--- config.mk ---
export PLATFORM = sky130hd
export DESIGN_NAME = carrier_mixer
export DESIGN_NICKNAME = d
export VERILOG_FILES = /design/src/rtl/mixer_pkg.sv /design/src/rtl/carrier_mixer_round_sat.sv /design/src/rtl/carrier_mixer.sv
export SDC_FILE = /design/constraint.sdc
export NUM_CORES = 1
export LEC_CHECK = 0
export ABC_AREA = 1
export BUFFER_PORTS_ARGS = -buffer_cell sky130_fd_sc_hd__buf_2
export CAP_MARGIN = 5
export CELL_PAD_IN_SITES_DETAIL_PLACEMENT = 0
export CELL_PAD_IN_SITES_GLOBAL_PLACEMENT = 1
export CORE_UTILIZATION = 48
export DETAILED_ROUTE_END_ITERATION = 10
export HOLD_SLACK_MARGIN = 0.06
export PLACE_DENSITY_LB_ADDON = 0.1
export SETUP_SLACK_MARGIN = 0.5
export SYNTH_ARGS = -nofsm -noshare
export SYNTH_HDL_FRONTEND = slang
export SYNTH_SLANG_ARGS = --single-unit
--- constraint.sdc ---
create_clock -name clk -period 6 [get_ports clk]
set_input_delay 0.6 -clock clk [delete_from_list [all_inputs] [get_ports clk]]
set_output_delay 0.6 -clock clk [all_outputs]
set_load 0.01 [all_outputs]
--- src/rtl/mixer_pkg.sv ---
// Shared widths, sample/carrier/product types and saturation limits for the
// ring-modulator mixer.
package mixer_pkg;

   localparam int SAMPLE_W    = 16;
   localparam int CAR_W       = 12;
   localparam int ROUND_SHIFT = CAR_W - 1;
   localparam int PROD_W      = SAMPLE_W + CAR_W;

   typedef logic signed [SAMPLE_W-1:0] sample_t;
   typedef logic        [CAR_W-1:0]    carrier_t;
   typedef logic signed [PROD_W-1:0]   product_t;

   localparam sample_t SAT_MAX = {1'b0, {(SAMPLE_W-1){1'b1}}};
   localparam sample_t SAT_MIN = {1'b1, {(SAMPLE_W-1){1'b0}}};

   // The DDS carrier is offset-binary; flipping the MSB gives two's complement.
   function automatic logic signed [CAR_W-1:0] car_to_signed(input carrier_t car);
      return {~car[CAR_W-1], car[CAR_W-2:0]};
   endfunction

endpackage

--- src/rtl/carrier_mixer_round_sat.sv ---
// Combinational round-half-up, arithmetic shift and clamp of a full-width
// product back to audio width; sat flags a clamped result.
module round_sat
   import mixer_pkg::*;
(
   input  product_t prod,
   output sample_t  result,
   output logic     sat
);

   localparam int SUM_W = PROD_W + 1;
   localparam int R_W   = SUM_W - ROUND_SHIFT;
   localparam logic signed [R_W-1:0] R_MAX = R_W'(SAT_MAX);
   localparam logic signed [R_W-1:0] R_MIN = R_W'(SAT_MIN);

   logic signed [SUM_W-1:0] sum;
   logic signed [R_W-1:0]   r;

   // One guard bit keeps the rounding add from wrapping before the shift.
   always_comb begin
      sum    = {prod[PROD_W-1], prod} + SUM_W'(2 ** (ROUND_SHIFT - 1));
      r      = sum[SUM_W-1:ROUND_SHIFT];
      sat    = 1'b0;
      result = r[SAMPLE_W-1:0];
      if (r > R_MAX) begin
         sat    = 1'b1;
         result = SAT_MAX;
      end else if (r < R_MIN) begin
         sat    = 1'b1;
         result = SAT_MIN;
      end
   end

endmodule

--- src/rtl/carrier_mixer.sv ---
// Three-stage ring modulator: capture sample+carrier, multiply, then
// round/saturate into the output register. Counts saturated outputs.
module carrier_mixer
   import mixer_pkg::*;
#(
   parameter int CNT_W = 16
) (
   input  logic                clk,
   input  logic                rst_n,
   input  logic [CAR_W-1:0]    car_in,
   input  logic [SAMPLE_W-1:0] in_data,
   input  logic                in_valid,
   output logic                in_ready,
   input  logic                bypass,
   output logic [SAMPLE_W-1:0] out_data,
   output logic                out_valid,
   input  logic                out_ready,
   input  logic                sat_clr,
   output logic [CNT_W-1:0]    sat_count
);

   // Handshake: a beat transfers on any edge where valid and ready are both 1;
   // a producer holds valid/data until that edge. The whole pipe advances
   // together whenever the output register is empty or being drained.
   logic     adv;
   logic     accept;
   logic     s1_valid, s1_bypass;
   sample_t  s1_sample;
   carrier_t s1_car;
   logic     s2_valid, s2_bypass;
   sample_t  s2_sample;
   product_t s2_prod;
   sample_t  rs_result;
   logic     rs_sat;
   logic     sat_event;

   assign adv      = !out_valid || out_ready;
   assign in_ready = adv;
   assign accept   = in_valid && adv;

   round_sat u_round_sat (
      .prod   (s2_prod),
      .result (rs_result),
      .sat    (rs_sat)
   );

   // Bubbles and bypassed samples never count, whatever stale data they carry.
   assign sat_event = adv && s2_valid && !s2_bypass && rs_sat;

   always_ff @(posedge clk or negedge rst_n) begin
      if (!rst_n) begin
         s1_valid  <= 1'b0;
         s1_bypass <= 1'b0;
         s1_sample <= '0;
         s1_car    <= '0;
         s2_valid  <= 1'b0;
         s2_bypass <= 1'b0;
         s2_sample <= '0;
         s2_prod   <= '0;
         out_valid <= 1'b0;
         out_data  <= '0;
      end else if (adv) begin
         s1_valid  <= accept;
         s1_bypass <= bypass;
         s1_sample <= sample_t'(in_data);
         s1_car    <= car_in;
         s2_valid  <= s1_valid;
         s2_bypass <= s1_bypass;
         s2_sample <= s1_sample;
         s2_prod   <= product_t'(s1_sample) * product_t'(car_to_signed(s1_car));
         out_valid <= s2_valid;
         out_data  <= s2_bypass ? s2_sample : rs_result;
      end
   end

   always_ff @(posedge clk or negedge rst_n) begin
      if (!rst_n) begin
         sat_count <= '0;
      end else if (sat_clr) begin
         sat_count <= '0;
      end else if (sat_event && (sat_count != '1)) begin
         sat_count <= sat_count + 1'b1;
      end
   end

endmodule

==> run summary, run 1 <==
Design Area, Final: 0.0131 mm2
Starting Density: 49.4%
RR Startpoint: s1_sample[15]$_DFFE_PN0N_
Setup crit end: s2_prod[27]$_DFFE_PN0N_
Layout cell share with drive strength beyond 1: 10.4%
Worst skew pair latency: 0.37 ns
Die X: 161 um
Synthesized instance count: 1576
Worst R2R End: s2_prod[27]$_DFFE_PN0N_
Gr ovfl total: 0
Setup TNS: 0 ns
Crit path DAT: 5.46 ns
DRT Pass-1 Iters: 5
Library cells used by synthesis: 39
Post-DRT Antenna Nets: 0
Total wire length: 32.4 mm
Final Hold Violating Endpoints: 0
Crit end category: flip-flop
RSZ-0062 raised after global routing: yes
Hold Path Class: input pin to asynchronous set/reset pin
Final setup fails: 0
Cell Rows: 57
Slowest stage delay, CP: 0.65 ns
CTS tree: built
Worst-path clk slew: 0.09 ns
# IOs: 68
Fin. max-slew vios: 0
Synth top area cells: fa_1, dfrtp_1, nand2_1
Max Root-Sink Buffers: 2
Via Count: 9698
DRC viols: 0
Via density: 4.98
Die H: 161 um
Reg2reg setup slack: 0.81 ns
Critical Path Stages: 24
Routability cong.: 0.860
Rel. slew slack: 25.4%
Core ar.: 0.0245 mm2
Crit path launch: s1_sample[15]$_DFFE_PN0N_
Mapped cell area: 0.0121 mm2
First-iteration detailed-routing DRC count: 514
Mean routed wirelength per cell: 16.7 um
Critical Path Start Type: flip-flop
Vias in the first global route: 9876
Top cells by count, synth: nand2_1, inv_1, fa_1
Most numerous cell in the Yosys netlist: nand2_1
Die area: 0.0259 mm2
Worst-path maximum fanout: 7
Port bufs: 67
Post-Place Cell Area: 0.0127 mm2
Antenna Cells: 0
Layout Utilization: 53.6%
Htree depth: 3
Largest net degree at the start of global routing: 89
Worst path most repeated cell: inv_1
CTS Buf Count: 9
CP Buf/Inv Count: 8
Initial antenna violation count: 0
Sink Count: 99
Area leader, netlist: fa_1
Syn Nets: 1844
Kind of cell adding the most delay to the critical path: adder cells
Synth-to-layout area growth: 8.52%
Min Tclk post-route: 5.19 ns
First-pass GRT wire length: 53.1 mm
Post-synth top area share: 29.1%
Worst Max-Slew Pin Slew: 1.12 ns
Fin Clk Skew: 0.0192 ns
Crit Path Class: flip-flop to flip-flop
Maximum Capacitance Violations: 0
Synth Register Bits: 99
Final #Nets: 1885
Worst path slowest cell: fa_2
Mapped Avg Cell Area: 7.69 um2
CP required: 6.27 ns
Final worst-path cycle share: 86.5%
Post-DP HPWL: 25.6 mm
Ys Warns: 0
Fraction of registers with async set or reset after synthesis: 100%
Outcome: complete, no violations
Post-synth EDFFs: 0
Ys flop type: dfrtp_1
Crit-path cells: clkbuf_2, nand2_1, inv_1, fa_2, fa_2, inv_1, fa_1, inv_1, fa_1, inv_1, fa_1, inv_1, ha_1, nand2_1, inv_1, nand3_1, nor2_1, nand2_1, a21oi_1, inv_1, nand3_1, nand2_1, nand3_1, nand2_1
Post-synthesis sequential area ratio: 20.4%
Worst r2r path cells: 24
Achievable frequency: 0.193 GHz
CTS root buf: clkbuf_16
GRT Overall Usage: 26.6%
## timing repair
item	4_1_cts	5_1_grt
gates resized for setup	1	17
setup buffers	0	8
pin swaps	0	2
gates cloned	0	0
setup endpoints to repair	1	12
hold buffers	0	0
## layout by cell type, fill, tap and decap left out, types with 3 or more instances in the layout
| cell | n |
|---|---|
| a21oi_1 | 23 |
| dfrtp_2 | 13 |
| nor2_4 | 6 |
| buf_2 | 66 |
| xnor2_1 | 16 |
| inv_6 | 3 |
| inv_2 | 3 |
| nor2_2 | 5 |
| dfrtp_1 | 86 |
| ha_1 | 57 |
| nand3b_1 | 7 |
| o21ai_0 | 46 |
| nand3_2 | 11 |
| clkbuf_16 | 9 |
| inv_1 | 336 |
| nand2_2 | 10 |
| nand2_1 | 539 |
| buf_4 | 27 |
| fa_1 | 174 |
| nor4_1 | 4 |
| xor2_1 | 22 |
| o21a_1 | 3 |
| nand3_1 | 40 |
| nor2_1 | 57 |
| nand4_1 | 24 |
| nor3_1 | 10 |
## metal layers
layer	track usage [%]	share of wire [%]	up-vias
met3	2.07	3.1	43
met2	44.5	50	203
met1	36.9	45	4740
met5	0	0	-
li1	-	-	4712
met4	7.72	2.1	0
## stage by stage
stage               instances  setup slack (ns)  hold WS, ns
CTS                      1938             0.576        0.174
detailed placement       1922             0.509        0.461
finish                   1946             0.808        0.165
global placement         1922             0.597        0.459
global route             1946             0.453        0.198
floorplan                1576             0.859        0.304
## cell type report
cell class,instances,area [um2]
fillers,2453,11400
well taps,324,405
clock buffers,9,225
inverters,339,1270
clock inverters,7,96.3
flip-flops and latches,99,2490
repair buffers,94,538
multi-input cells,1074,8120
## state kept, by name, indices dropped and copies added, names as in the netlist
signal,cells
s2_prod,18
out_data,16
s1_sample,16
s2_sample,16
sat_count,16
s1_car,12
out_valid,1
s1_bypass,1
s1_valid,1
s2_bypass,1
s2_valid,1
## kinds of logic after synthesis
logic type	share of synthesized area, %
DFF	20.4
buffers and inverters	12.8
adders and majority gates	35.1
xor gates and xnor gates	2.75
AOI/OAI and AO/OA	3.71
and+or+nand+nor	25.3
## worst min-delay path by stage
stage	to	cells past startpoint	slack [ns]
after floorplan	out_data[0]$_DFFE_PN0N_	0	0.30
after global placement	s2_sample[4]$_DFFE_PN0N_	2	0.46
after detailed placement	out_data[1]$_DFFE_PN0N_	2	0.46
after CTS	s2_prod[27]$_DFFE_PN0N_	1	0.17
after global routing	s2_prod[21]$_DFFE_PN0N_	1	0.20
final	out_data[3]$_DFFE_PN0N_	1	0.17
Power of run 1 is not shown: default switching activity piles up to over one toggle a cycle in this logic, so the estimate is an artifact.
==> inputs of run 2 (changes only) <==
Settings changed: ABC_AREA 1 to 0, CORE_UTILIZATION 48 to 49, GPL_ROUTABILITY_DRIVEN set to 0.
==> run 2 against run 1 <==
Effect of this change:
- final area decreased by 5.5%
- synthesized cell count decreased by 19%
- final cell count decreased by 17%
- global-route usage decreased by 1.3 points
- synthesized area decreased by 6.5%
- via count decreased by 12%
- fmax decreased by 1.6%
- register-to-register slack got worse by 0.09 ns
- critical endpoint is now s2_prod[21]$_DFFE_PN0N_
- largest cell class unchanged
==> run summary, run 2 <==
Outcome: complete, no violations
Leading cell types in the layout, fill and taps excluded: nand2_1, inv_1, fa_1
Reg with most FFs: s2_prod
Worst hold slack: 0.208 ns (+0.0431 ns)
RSZ-0062 raised after global routing: yes
Worst path most repeated cell: fa_1
Die area: 0.0237 mm2 (-8.3%)
Hold Path Class: input pin to asynchronous set/reset pin
CTS Buf Count: 9 (unchanged)
CTS tree: built
Fin. max-slew vios: 0 (unchanged)
Min Tclk post-route: 5.28 ns (+0.0862 ns)
Largest net degree at the start of global routing: 76 (-15%)
# IOs: 68 (unchanged)
Worst-path maximum fanout: 10 (+3)
Via Count: 8573 (-12%)
Post-synthesis sequential area ratio: 21.9% (+1.4 points)
Synth Register Bits: 99 (unchanged)
Htree depth: 3 (unchanged)
Post-DRT Antenna Nets: 0 (unchanged)
Mean routed wirelength per cell: 16.9 um (+1.6%)
DRT Pass-1 Iters: 5 (unchanged)
DRC viols: 0 (unchanged)
Die H: 154 um (-4.2%)
Kind of cell adding the most delay to the critical path: adder cells
Gr ovfl total: 0 (unchanged)
Die X: 154 um (-4.2%)
Cell Rows: 55 (-3.5%)
Maximum Capacitance Violations: 0 (unchanged)
Multi-input gate area: 0.00785 mm2 (-3.3%)
Via density: 5.31 (+6.5%)
Setup TNS: 0 ns (unchanged)
First-pass GRT wire length: 46.8 mm (-12%)
Initial antenna violation count: 0 (unchanged)
Port bufs: 67 (unchanged)
Worst skew pair latency: 0.37 ns (about the same)
# hold bufs at CTS: 0 (unchanged)
Syn Nets: 1550 (-16%)
Final setup fails: 0 (unchanged)
Synth top area cells: fa_1, dfrtp_1, nand2_1
Synth-to-layout area growth: 9.60%
Mapped Avg Cell Area: 8.84 um2 (+15%)
Final Hold Violating Endpoints: 0 (unchanged)
Most numerous cell in the Yosys netlist: nand2_1
Ys Warns: 0 (unchanged)
Worst Max-Slew Pin Slew: 0.835 ns (-0.283 ns)
FF/Latch Area: 0.00252 mm2 (+0.90%)
Max reg flops: 18 (unchanged)
Final worst-path cycle share: 88.0% (+1.4 points)
Post-DP HPWL: 20.9 mm (-18%)
Vias in the first global route: 9095 (-7.9%)
CTS root buf: clkbuf_16
Post-synth EDFFs: 0 (unchanged)
Starting Density: 50.1% (+0.67 points)
Fin Clk Skew: 0.0143 ns (-0.00484 ns)
Fraction of registers with async set or reset after synthesis: 100% (unchanged)
Layout Utilization: 54.9% (+1.3 points)
Final WS setup: 0.721 ns (-0.0862 ns)
Top cells by count, synth: nand2_1, inv_1, fa_1
First-iteration detailed-routing DRC count: 409 (-20%)
Crit path DAT: 5.49 ns (+0.03 ns)
Crit Path Class: flip-flop to flip-flop
Commonest non-fill, non-tap cell in the layout: nand2_1
Critical Path Start Type: flip-flop
Fill cells: 2136 (-13%)
Max Root-Sink Buffers: 2 (unchanged)
Worst-path clk slew: 0.09 ns (about the same)
CP Buf/Inv Count: 1 (-7)
Worst path slowest cell: dfrtp_4
Total wire length: 27.3 mm (-16%)
Final #Nets: 1593 (-15%)
Sink Count: 99 (unchanged)
Ys flop type: dfrtp_1
Area leader, netlist: fa_1
CP required: 6.21 ns (-0.06 ns)
Mapped cell area: 0.0113 mm2 (-6.5%)
Antenna Cells: 0 (unchanged)
Placement Setup Slack: 0.415 ns (-0.0938 ns)
Core ar.: 0.0226 mm2 (-7.7%)
Layout cell share with drive strength beyond 1: 13.8% (+3.3 points)
Crit end category: flip-flop
Library cells used by synthesis: 67 (+72%)
GRT Overall Usage: 25.2% (-1.3 points)
Crit-path cells: or2_2, fa_1, fa_1, fa_1, fa_1, fa_1, inv_1, ha_1, a21oi_1, o21ai_0, a31oi_2, o31a_1, o21ai_0, xnor2_1, a21oi_1
Post-synth top area share: 31.1% (+2.0 points)
Slowest stage delay, CP: 0.56 ns (-0.09 ns)
Rel. slew slack: 44.4% (+19 points)
Synthesized instance count: 1282 (-19%)
Achievable frequency: 0.189 GHz (-1.6%)
## run 2: cell types whose count changed in the layout (fill, tap and decap cells not counted), moves of 10 or more
cell     delta
a21oi_1    +15
and2_1     +55
dfrtp_1    -14
dfrtp_2    +12
inv_1     -126
nand2_1   -238
nand2_2    -10
nand3_1    -19
nand3_2    -10
nand4_1    -19
o21ai_0    -24
## run 2: worst paths after layout
kind / from / end / slack (ns) / cells after the start
max in group asynchronous: rst_n / s1_sample[14]$_DFFE_PN0N_ / 4.52 / 2
worst max-delay path: s1_car[11]$_DFFE_PN0N_ / s2_prod[21]$_DFFE_PN0N_ / 0.72 / 15
min in group clk: in_data[14] / s1_sample[14]$_DFFE_PN0N_ / 0.42 / 3
worst min-delay path: rst_n / s1_car[6]$_DFFE_PN0N_ / 0.21 / 1
worst max register to register: s1_car[11]$_DFFE_PN0N_ / s2_prod[21]$_DFFE_PN0N_ / 0.72 / 15
worst min register to register: s2_sample[6]$_DFFE_PN0N_ / s2_sample[6]$_DFFE_PN0N_ / 0.47 / 2
## run 2: cell type report
| class | count | area share, % |
|---|---|---|
| sequential | 99 | 20.3 |
| clock buffer | 9 | 1.81 |
| timing repair buffer | 99 | 4.79 |
| clock inverter | 7 | 0.645 |
| multi-input combinational | 904 | 63.2 |
| inverter | 212 | 6.41 |
| tap | 285 | 2.87 |
## run 2: cell families (layout without fill, tap and decap cells)
group	Yosys count	after routing	share of synthesized area, %
AO/OA/AOI/OAI	124	124	7.64
adder cells (fa/ha/maj)	234	234	37.5
XOR/XNOR	36	36	2.78
flip-flops	99	99	21.9
multiplexers	4	4	0.419
AND/OR/NAND/NOR	506	506	20.3
buffers and inverters	279	327	9.46
## run 2: repair_timing
item	4_1_cts	5_1_grt
setup endpoints to repair	5	12
pin swaps	0	3
buffers inserted	0	16
gates resized for setup	14	36
## run 2: routing by layer
layer / global-route usage (%) / wire length, um / vias up
met3: 2.54 / 684 / 31
met1: 32.5 / 12000 / 4372
met4: 6.05 / 459 / 0
met5: 0 / 0 / -
met2: 45.6 / 14200 / 138
li1: - / - / 4032
## run 2: per-stage QoR
step	area (um2)	std cells
2_1_floorplan	11300	1282
3_3_place_gp	11900	1583
3_5_place_dp	11900	1583
4_1_cts	12200	1599
5_1_grt	12400	1615
6_report	12400	1615
Power of run 2 is left out for the same reason.
==> inputs of run 3 (changes only) <==
Settings changed: CORE_UTILIZATION 49 to 50, CTS_BUF_LIST set to sky130_fd_sc_hd__clkbuf_4 sky130_fd_sc_hd__clkbuf_8.
==> run 3 against run 2 <==
Effect of this change:
- the run now ends with design-rule violations left
- clock skew rose by 0.011 ns
- critical path depth unchanged
- fmax shrank 0.61%
- sequential share of layout area shrank 0.083 points
- die area decreased by 2.0%
- first-iteration DRC count increased by 11%
==> run summary, run 3 (synthesis gave the netlist of run 2 again) <==
Outcome: finished with violations
Failing checks: design-rule violations
DRC viols: 10 (+10)
Worst-path clk slew: 0.13 ns (+0.04 ns)
Max reg flops: 18 (unchanged)
Reg with most FFs: s2_prod
GRT Overall Usage: 25.7% (+0.45 points)
Fin Clk Skew: 0.0251 ns (+0.0108 ns)
Mean routed wirelength per cell: 17.1 um (+1.2%)
RSZ-0062 raised after global routing: yes
Core ar.: 0.0220 mm2 (-2.7%)
Commonest non-fill, non-tap cell in the layout: nand2_1
Via density: 5.28 (-0.50%)
Achievable frequency: 0.188 GHz (-0.61%)
Hold Path Class: input pin to asynchronous set/reset pin
Crit Path Class: flip-flop to flip-flop
Starting Density: 51.5% (+1.4 points)
DR WL met2: 14.2 mm (about the same)
First-pass GRT wire length: 46.8 mm (-0.13%)
Top Metal Used: met4
CTS tree: built
Placement Setup Slack: 0.352 ns (-0.0638 ns)
Initial antenna violation count: 0 (unchanged)
Largest net degree at the start of global routing: 74 (-2.6%)
Final setup fails: 0 (unchanged)
Die area: 0.0233 mm2 (-2.0%)
Layout cell share with drive strength beyond 1: 15.1% (+1.4 points)
Fill cells: 2084 (-2.4%)
CP required: 6.25 ns (+0.04 ns)
Post-DP HPWL: 21.3 mm (+1.8%)
Maximum Capacitance Violations: 0 (unchanged)
Non-filler cells in the finished layout: 1631 (+0.99%)
Synth-to-layout area growth: 10.2%
Worst Max-Slew Pin Slew: 1.00 ns (+0.166 ns)
Final #Nets: 1613 (+1.3%)
CTS root buf: clkbuf_8
Cells after DPL: 1579 (-0.25%)
Vias in the first global route: 8999 (-1.1%)
Die H: 153 um (-0.99%)
Die X: 153 um (-0.99%)
Cell Rows: 54 (-1.8%)
Gr ovfl total: 0 (unchanged)
Min Tclk post-route: 5.31 ns (+0.0322 ns)
Crit path DAT: 5.56 ns (+0.07 ns)
Setup TNS: 0 ns (unchanged)
Rel. slew slack: 33.3% (-11 points)
First-iteration detailed-routing DRC count: 452 (+11%)
Htree depth: 3 (unchanged)
Crit end category: flip-flop
Worst skew pair latency: 0.41 ns (+0.04 ns)
Total wire length: 27.9 mm (+2.3%)
Final worst-path cycle share: 88.5% (+0.54 points)
Fin. max-slew vios: 0 (unchanged)
DRT Pass-1 Iters: 9 (+4)
Post-DRT Antenna Nets: 0 (unchanged)
Final WS setup: 0.689 ns (-0.0322 ns)
Met3 WL post-DR: 792 um (+16%)
# IOs: 68 (unchanged)
Worst r2r path cells: 15 (unchanged)
Max Root-Sink Buffers: 2 (unchanged)
Final Hold Violating Endpoints: 0 (unchanged)
Met1 wire length: 12.3 mm (+2.9%)
Leading cell types in the layout, fill and taps excluded: nand2_1, inv_1, fa_1
Port bufs: 67 (unchanged)
Via Count: 8615 (+0.49%)
CTS Buf Count: 9 (unchanged)
Worst-path maximum fanout: 8 (-2)
Critical Path Start Type: flip-flop
Sink Count: 99 (unchanged)
[run 3: timing repair]
item / CTS / global route
endpoints found under the setup margin: 5 / 12
resized for setup: 10 / 45
pin swaps: 0 / 5
buffers inserted: 0 / 35
endpoints found under the hold margin: 0 / 0
hold buffers: 0 / 0
cloned: 0 / 0
[run 3: path summary, 6_finish.rpt]
| kind | from | to | slack (ns) |
|---|---|---|---|
| max | s1_car[11]$_DFFE_PN0N_ | s2_prod[21]$_DFFE_PN0N_ | 0.69 |
| min | rst_n | s1_car[10]$_DFFE_PN0N_ | 0.09 |
| max reg2reg | s1_car[11]$_DFFE_PN0N_ | s2_prod[21]$_DFFE_PN0N_ | 0.69 |
| min reg2reg | s2_sample[13]$_DFFE_PN0N_ | s2_sample[13]$_DFFE_PN0N_ | 0.47 |
| max in group asynchronous | rst_n | s1_sample[2]$_DFFE_PN0N_ | 4.56 |
| min in group clk | car_in[2] | s1_car[2]$_DFFE_PN0N_ | 0.38 |
[run 3: area by class of cell]
type                       instances  area (um2)  area share [%]
clock inverter                     7        80.1           0.641
clock buffer                       9         124           0.992
sequential                        99        2520            20.2
antenna                            1        2.50          0.0200
tap                              280         350            2.81
multi-input combinational        904        7880            63.1
inverter                         212         796            6.37
timing repair buffer             119         738            5.91
[run 3: critical path, cell delays in order (launching register included)]
cell and delay, ns:
dfrtp_2 0.51, or2_2 0.34, fa_1 0.51, fa_1 0.53
fa_1 0.54, fa_1 0.52, fa_1 0.54, inv_1 0.04
ha_1 0.35, nand2_1 0.13, nor2_1 0.13, a31oi_2 0.16
o31a_1 0.43, o21ai_0 0.22, xnor2_1 0.14, a21oi_1 0.08
[run 3: metal layers]
layer  GRT usage, %  vias to the layer above
met4           7.50                        0
met2           45.8                      144
met5              0                        -
met3           2.59                       33
met1           33.2                     4361
li1               -                     4077
[run 3: stage by stage]
step,cell area [um2],util (%),hold slack (ns)
floorplan,11300,-,0.304
global placement,11900,53.9,0.446
detailed placement,11900,53.9,0.451
CTS,12100,54.9,0.0863
global route,12500,56.7,0.106
finish,12500,56.7,0.0868
Power of run 3 is left out for the same reason.
